===== src/rtl/seq_divider_if.sv =====
// Handshake and operand/result bundle for seq_divider.
//   master (host) : drives start, a, b; observes c, r, dz, busy, done
//   slave (divider): observes start, a, b; drives c, r, dz, busy, done
//   start  request a division (accepted only while busy=0)
//   a, b   dividend / divisor, sampled on the accepting edge
//   c, r   quotient / remainder of the last completed operation
//   dz     divide-by-zero flag of the last completed operation
//   busy   division in progress
//   done   one-cycle strobe when c, r, dz become valid
interface seq_divider_if #(
    parameter int WIDTH = 24
);
    logic             start;
    logic [WIDTH-1:0] a;
    logic [WIDTH-1:0] b;
    logic [WIDTH-1:0] c;
    logic [WIDTH-1:0] r;
    logic             dz;
    logic             busy;
    logic             done;

    modport master (
        output start, a, b,
        input  c, r, dz, busy, done
    );

    modport slave (
        input  start, a, b,
        output c, r, dz, busy, done
    );
endinterface


===== src/rtl/seq_divider.sv =====
// Sequential unsigned restoring divider, one quotient bit per clock.
// Ports:
//   clk    rising-edge clock
//   rst_n  synchronous active-low reset
//   bus    seq_divider_if slave modport (start/a/b in, c/r/dz/busy/done out)
//
// state | meaning
// IDLE  | waiting for start
// CALC  | iterating, one shift-subtract step per edge
// DONE  | one-cycle result strobe; a new start is accepted here too
module seq_divider #(
    parameter int WIDTH = 24
) (
    input  logic         clk,
    input  logic         rst_n,
    seq_divider_if.slave bus
);
    localparam int CW = (WIDTH > 2) ? $clog2(WIDTH) : 1;

    typedef enum logic [1:0] {
        IDLE,
        CALC,
        DONE
    } state_t;

    state_t           state_q;
    logic [WIDTH-1:0] q_q;
    logic [WIDTH-1:0] b_q;
    // Partial remainder. It is always below the divisor after a step, so
    // its MSB would be permanently zero and is not stored.
    logic [WIDTH-1:0] p_q;
    logic [CW-1:0]    cnt_q;
    logic [WIDTH-1:0] c_q;
    logic [WIDTH-1:0] r_q;
    logic             dz_q;
    logic             busy_q;
    logic             done_q;

    logic [WIDTH:0]   p_shift_d;
    logic             p_ge_d;
    logic [WIDTH-1:0] p_diff_d;
    logic [WIDTH-1:0] p_d;
    logic [WIDTH-1:0] q_d;
    logic             accept_d;

    always_comb begin
        p_shift_d = {p_q, q_q[WIDTH-1]};
        p_ge_d    = (p_shift_d >= {1'b0, b_q});
        // When the subtraction is taken the true difference is below the
        // divisor, so truncating to WIDTH bits loses nothing.
        p_diff_d  = p_shift_d[WIDTH-1:0] - b_q;
        p_d       = p_ge_d ? p_diff_d : p_shift_d[WIDTH-1:0];
        q_d       = {q_q[WIDTH-2:0], p_ge_d};
        accept_d  = bus.start && !busy_q;
    end

    always_ff @(posedge clk) begin
        if (!rst_n) begin
            state_q <= IDLE;
            q_q     <= '0;
            b_q     <= '0;
            p_q     <= '0;
            cnt_q   <= '0;
            c_q     <= '0;
            r_q     <= '0;
            dz_q    <= 1'b0;
            busy_q  <= 1'b0;
            done_q  <= 1'b0;
        end else begin
            done_q <= 1'b0;
            case (state_q)
                IDLE, DONE: begin
                    state_q <= IDLE;
                    if (accept_d) begin
                        if (bus.b != '0) begin
                            q_q     <= bus.a;
                            b_q     <= bus.b;
                            p_q     <= '0;
                            cnt_q   <= '0;
                            busy_q  <= 1'b1;
                            state_q <= CALC;
                        end else begin
                            c_q     <= '1;
                            r_q     <= bus.a;
                            dz_q    <= 1'b1;
                            done_q  <= 1'b1;
                            state_q <= DONE;
                        end
                    end
                end
                CALC: begin
                    p_q   <= p_d;
                    q_q   <= q_d;
                    cnt_q <= cnt_q + CW'(1);
                    if (cnt_q == CW'(WIDTH - 1)) begin
                        c_q     <= q_d;
                        r_q     <= p_d;
                        dz_q    <= 1'b0;
                        done_q  <= 1'b1;
                        busy_q  <= 1'b0;
                        state_q <= DONE;
                    end
                end
                default: begin
                    state_q <= IDLE;
                    busy_q  <= 1'b0;
                end
            endcase
        end
    end

    assign bus.c    = c_q;
    assign bus.r    = r_q;
    assign bus.dz   = dz_q;
    assign bus.busy = busy_q;
    assign bus.done = done_q;
endmodule


===== src/flat_wrapper.sv =====
// flat-port wrapper written by rule: the top's interface ports become plain ports
module seq_divider_flat 
#(
    parameter int WIDTH = 24
)
  (clk, rst_n, bus_start, bus_a, bus_b, bus_c, bus_r, bus_dz, bus_busy, bus_done);
  seq_divider_if #(.WIDTH(WIDTH)) bus_i ();
  input  logic clk;
  input  logic rst_n;
  input wire logic [$bits(bus_i.start)-1:0] bus_start;
  input wire logic [$bits(bus_i.a)-1:0] bus_a;
  input wire logic [$bits(bus_i.b)-1:0] bus_b;
  output wire logic [$bits(bus_i.c)-1:0] bus_c;
  output wire logic [$bits(bus_i.r)-1:0] bus_r;
  output wire logic [$bits(bus_i.dz)-1:0] bus_dz;
  output wire logic [$bits(bus_i.busy)-1:0] bus_busy;
  output wire logic [$bits(bus_i.done)-1:0] bus_done;
  assign bus_i.start = bus_start;
  assign bus_i.a = bus_a;
  assign bus_i.b = bus_b;
  assign bus_c = bus_i.c;
  assign bus_r = bus_i.r;
  assign bus_dz = bus_i.dz;
  assign bus_busy = bus_i.busy;
  assign bus_done = bus_i.done;
  seq_divider #(.WIDTH(WIDTH)) u_core (.clk(clk), .rst_n(rst_n), .bus(bus_i));
endmodule

===== config.mk =====
export PLATFORM = sky130hd
export DESIGN_NAME = seq_divider_flat
export DESIGN_NICKNAME = d
export VERILOG_FILES = /design/src/rtl/seq_divider_if.sv /design/src/rtl/seq_divider.sv /design/src/flat_wrapper.sv
export SDC_FILE = /design/constraint.sdc
export NUM_CORES = 1
export LEC_CHECK = 0
export ABC_CLOCK_PERIOD_IN_PS = 4160
export CAP_MARGIN = 0
export CORE_ASPECT_RATIO = 0.6
export CORE_MARGIN = 3
export CORE_UTILIZATION = 40
export CTS_CLUSTER_DIAMETER = 150
export DETAILED_ROUTE_END_ITERATION = 10
export SLEW_MARGIN = 20
export SYNTH_ARGS = -nofsm -noshare
export SYNTH_HDL_FRONTEND = slang
export SYNTH_SLANG_ARGS = --single-unit

===== constraint.sdc =====
create_clock -name clk -period 4.16 [get_ports clk]
set_clock_uncertainty 0.2 [all_clocks]
set_input_delay 0.832 -clock clk [delete_from_list [all_inputs] [get_ports clk]]
set_output_delay 0.832 -clock clk [all_outputs]
set_load 0.02 [all_outputs]

## Yosys cells after proc, flatten, opt, wreduce, memory -nomap -nowiden

Index checks and enable logic that the tools add are counted.

| storage, ports and cells | value |
|---|---|
| bits in registers | 130 |
| word-level logic and storage cells | 63 |

| cells by class | value |
|---|---|
| add/subtract/negate cells | 2 |
| order comparisons | 1 |
| eq/ne operators | 7 |
| multiplexer cells | 33 |
| reductions and logical operators | 10 |

Operator list:

| kind | number |
|---|---|
| 2-to-1 mux 24 bit | 11 |
| one-hot mux 24 bit (2 select lines) | 4 |
| greater-or-equal comparator 25 x 24 -> 1 bit | 1 |
| nonzero test 24 bit | 1 |
| subtractor 24 bit | 1 |
| 2-to-1 mux 5 bit | 2 |
| one-hot mux 5 bit (2 select lines) | 1 |
| AND reduction 3 bit | 3 |
| 2-to-1 mux 1 bit | 8 |
| 2-to-1 mux 2 bit | 3 |
| inequality test 2 x 1 -> 1 bit (second input constant) | 3 |
| one-hot mux 1 bit (2 select lines) | 3 |
| adder 5 x 1 -> 5 bit (second input constant) | 1 |
| == test 5 bit (second input constant) | 1 |
| one-hot mux 2 bit (2 select lines) | 1 |
| AND reduction 4 bit | 1 |
| == test 2 x 1 -> 1 bit (second input constant) | 1 |
| == test 2 bit (second input constant) | 1 |
| zero test 2 bit | 1 |
| inequality test 2 bit (second input constant) | 1 |
| nonzero test 2 bit | 1 |
| OR reduction 2 bit | 1 |
| logical AND 1 bit | 1 |
| zero test 1 bit | 1 |

## Logic depth before layout (Yosys ltp)

| depth | value |
|---|---|
| word-level depth | 4 |
| mapped depth | 13 |
| mapped depth without buffers | 12 |

## Worst setup path after synthesis

OpenSTA, ideal clock, no wires.

| timing path | value |
|---|---|
| kind | reg-to-reg |
| start | register u_core.q_q[23] |
| end | register u_core.p_q[18] |
| arrival | 2580 ps |
| setup slack | 1263 ps |
| cell stages (with the launch flop) | 13 |
| path buffers | 0 |
| period minus slack after synthesis | 2897 ps |
| cell sequence | dfxtp_1 inv_1 ha_1 inv_1 fa_1 a21o_1 a221oi_1 o21ai_0 a21o_1 a21oi_1 xor2_1 o21ai_0 a22o_1 |

| between the ends | value |
|---|---|
| cells in the longest elaborated chain, start to end | 3 |
| elaborated cells on any way between the ends | 4 |
| those cells by class | add/sub (1); order compare (1); mux (2) |

Ends and longest elaborated chain:

| element | RTL line | text |
|---|---|---|
| start: declaration | seq_divider.sv:27 | `logic [WIDTH-1:0] q_q;` |
| start signal: assignment | seq_divider.sv:76 | `q_q <= bus.a;` |
| start signal: assignment | seq_divider.sv:93 | `q_q <= q_d;` |
| subtractor 24 bit or greater-or-equal comparator 25 x 24 -> 1 bit (tied branches) | seq_divider.sv:51, seq_divider.sv:48 |  |
| 2-to-1 mux 24 bit (*) | seq_divider.sv:52 | `p_d = p_ge_d ? p_diff_d : p_shift_d[WIDTH-1:0];` |
| one-hot mux 24 bit (2 select lines) (*) | seq_divider.sv:71 | `case (state_q)` |
| end signal: assignment | seq_divider.sv:92 | `p_q <= p_d;` |
| end: declaration | seq_divider.sv:31 | `logic [WIDTH-1:0] p_q;` |

Every way passes the cells marked *; elsewhere a longest branch is shown, timed or not.
A chain may end at the register's enable or synchronous reset.

## Final worst setup path

| timing path | value |
|---|---|
| start | register u_core.b_q[0] |
| end | register u_core.r_q[14], in the netlist u_core.bus.r[14] |

| between the ends | value |
|---|---|
| cells in the longest elaborated chain, start to end | 4 |
| elaborated cells on any way between the ends | 5 |
| those cells by class | add/sub (1); order compare (1); mux (3) |

Ends and longest elaborated chain:

| element | RTL line | text |
|---|---|---|
| start: declaration | seq_divider.sv:28 | `logic [WIDTH-1:0] b_q;` |
| start signal: assignment | seq_divider.sv:77 | `b_q <= bus.b;` |
| subtractor 24 bit or greater-or-equal comparator 25 x 24 -> 1 bit (tied branches) | seq_divider.sv:51, seq_divider.sv:48 |  |
| 2-to-1 mux 24 bit (*) | seq_divider.sv:52 |  |
| 2-to-1 mux 24 bit (*) | seq_divider.sv:95 | `if (cnt_q == CW'(WIDTH - 1)) begin` |
| one-hot mux 24 bit (2 select lines) (*) | seq_divider.sv:71 |  |
| end signal: assignment | seq_divider.sv:84 | `r_q <= bus.a;` |
| end signal: assignment | seq_divider.sv:97 | `r_q <= p_d;` |
| end: declaration | seq_divider.sv:34 | `logic [WIDTH-1:0] r_q;` |

Every way passes the cells marked *; elsewhere a longest branch is shown, timed or not. The select of a mux whose other input is x is not followed.

==> results.cfg <==
[run_status]
status = finished, final reports clean

[timing]
tns_ns = 0
worstMarginPinSlew_ns = 0.937
setup_viol = 0
slew_headroom_pct = 37.0
max_clock_freq_mhz = 287
finalHoldViolCount = 0
min_period_ns = 3.48
rsz0062_at_grt = no
slew_violations = 0
hold_slack_ns = 0.254
timing.final.crit_share_pct = 83.7

[synthesis]
synth-xor-area-share_pct = 2.95
ys_seq_area_share_pct = 39.8
synthDistinctLibCells = 59
postSynthAreaPerCell_um2 = 8.25
synthMuxAreaShare_pct = 2.32
synth-compound-area-share_pct = 26.7
yosysWarningCount = 0
synth_edf_count = 0
netlist_instances = 793
synth_top_family_by_area = compound AO/OA/AOI/OAI gates
ys_ff_latch = 130
synth_ff_type = dfxtp_1
synth_nets = 870
syn_area_um2 = 6540
synthSimpleGateAreaFrac_pct = 17.7
synth_fa_ha_area_share_pct = 5.09
synthArstFlopShare_pct = 0

[grt]
grtUsageTotal_pct = 24.8
antenna_found_initial = 0
gr-total-overflow = 0
grt_pass1_wl_um = 34500
grt_max_degree = 64
grt_pass1_vias = 5865

[routing]
viasPerCell = 5.84
vias = 6414
drtIter0Drc = 613
drtPass1Iterations = 5
wl_per_cell_um = 20.4
drc_errors = 0
antenna_left = 0
drt_wl_total_um = 22400

[layout]
syn_to_final_growth_pct = 29.6
diodes = 0
nets = 960
fillers = 1454
layout-drive-gt1-share_pct = 11.2
fin_util_pct = 54.0

[clock_network]
cts_buffer_depth = 2
clk_latency_ns = 0.42
clockRootBuffer = clkbuf_16
postCtsHoldBufs = 0
cts_resized = 0
clkTransAtPathRegs_ns = 0.06
cts.sinks = 130
cts_setup_buffers = 0
cts_buffers = 17
h-tree-depth = 4
cts_tree = built

[die]
design.portCount = 102
die_area_um2 = 18000
chipWidth_um = 171
design.core.area_um2 = 15700
start_util_pct = 41.7
die_h_um = 105
rows = 35

[power_and_ir_drop]
switchingPower_mw = 3.25
seqPwrFrac_pct = 21.1
powerDensity_nw_per_um2 = 850
ir_drop_mv = 0.757
cellLeakagePower_nw = 3.23
switching_share_pct = 45.1
p_int_mw = 3.96
pwr-share-comb_pct = 55.2
clkPwrFrac_pct = 23.7

[worst_setup_path]
cp_data_arrival_time_ns = 3.59
worstSetupPathType = flop to flop
cp_num_buf_inv = 2
worstPathCellList = ha_1, inv_1, fa_1, a21o_1, a221oi_1, buf_4, o21ai_0, a21oi_1, xnor2_1, mux2i_1, a21oi_1, a31o_2
crit_path_max_fanout = 4
slowest_delay_ns = 0.54
slowest_stage = a21oi_1
cp-start-kind = flop
crit_top_cell = a21oi_1
endpoint_kind = flop
critPathTopFamily = compound AO/OA/AOI/OAI gates
crit_required_ns = 4.27

[hold_path]
min_path_type = flop to flop

[place]
place_congestion = 0.905
io_buffers = 101
dp_hpwl_um = 16200

[job]
drv_cap = 0
area by class of cell:
cell class | count | area, um^2 | share of cell area, %
clock inverter | 14 | 224 | 2.64
inverter | 29 | 109 | 1.28
tap | 203 | 254 | 3.00
timing repair buffer | 126 | 1240 | 14.7
sequential | 130 | 2600 | 30.7
clock buffer | 18 | 429 | 5.06
multi-input combinational | 579 | 3610 | 42.6
cells in the mapped netlist (3+ instances only):
cell / count / area, um^2
a211oi_1: 4 / 30.0
a21o_1: 6 / 45.0
a21oi_1: 76 / 380
a311oi_1: 26 / 228
a31o_1: 3 / 26.3
a31o_2: 7 / 61.3
a31oi_1: 9 / 56.3
and2_1: 8 / 50.1
and3_1: 4 / 25.0
and4_1: 3 / 26.3
buf_1: 8 / 30.0
buf_6: 3 / 33.8
clkbuf_1: 42 / 158
dfxtp_1: 130 / 2600
ha_1: 25 / 313
inv_1: 29 / 109
mux2i_1: 14 / 140
nand2_1: 150 / 563
nand2b_1: 3 / 18.8
nand3_1: 9 / 45.0
nand4_1: 6 / 37.5
nor2_1: 54 / 203
nor3_1: 6 / 30.0
nor4_1: 6 / 37.5
o211ai_1: 22 / 165
o21a_1: 5 / 37.5
o21ai_0: 45 / 225
o221a_2: 23 / 259
or3_1: 10 / 62.6
xnor2_1: 11 / 96.3
xor2_1: 11 / 96.3
through the flow:
stage                     worst slack, ns  power (mW)  instance area, um^2  instances
final                               0.677        7.21                 8470       1099
after global routing                0.448        7.60                 8470       1099
after CTS                           0.746        7.08                 8470       1099
after detailed placement            0.316        5.35                 7820       1067
after global placement              0.254        5.36                 7820       1067
after floorplan                      1.26        4.39                 6540        793
tightest hold or removal path: cells and delay by family (launching register included):
family             cells  cell delay, ns
AOI/OAI and AO/OA      1            0.05
DFF                    1            0.31
and+or+nand+nor        1            0.05
final timing paths:
check	from	to	slack [ns]	cells after the start
worst min-delay path	u_core.b_q[13]	u_core.b_q[13]	0.25	2
worst max-delay path	u_core.b_q[0]	u_core.bus.r[14]	0.68	12
worst max register to register	u_core.b_q[0]	u_core.bus.r[14]	0.68	12
worst min register to register	u_core.b_q[13]	u_core.b_q[13]	0.25	2
flip-flops by register name, indices dropped and copies added, names as in the netlist:
name             count
u_core.b_q          24
u_core.bus.c        24
u_core.bus.r        24
u_core.p_q          24
u_core.q_q          24
u_core.cnt_q         5
u_core.state_q       2
u_core.bus.busy      1
u_core.bus.done      1
u_core.bus.dz        1
cells in the final DEF, fill, tap and decap left out, types with 23 or more instances in the layout:
master / instances
nand2_1: 150
a311oi_1: 26
dfxtp_1: 130
o21ai_0: 44
nor2_1: 54
a21oi_1: 75
o221a_2: 23
inv_1: 28
clkdlybuf4s50_1: 100
ha_1: 25
power by group through the flow:
stage          clock, mW  combinational, mW  sequential (mW)
4_1_cts             1.72               3.85             1.51
3_5_place_dp           0               3.82             1.54
3_3_place_gp           0               3.82             1.54
2_1_floorplan          0               2.91             1.49
6_report            1.70               3.98             1.52
5_1_grt             1.77               4.29             1.53
logic make-up (layout without fill, tap and decap cells):
kind of cell	after synthesis	in the layout
adders and majority gates	26	26
DFF	130	130
and+or+nand+nor	267	267
muxes	15	15
buffers and inverters	84	187
xor gates and xnor gates	22	22
AOI/OAI and AO/OA	249	249
layer usage:
metal  GRT usage [%]  vias up  share of wire [%]
met4            4.19        0               0.53
met5               0        -                  0
met2            31.1      288                 38
met1            40.9     3062                 52
met3            6.96       13                9.8
li1                -     3051                  -
(Power assumes the default switching activity.)
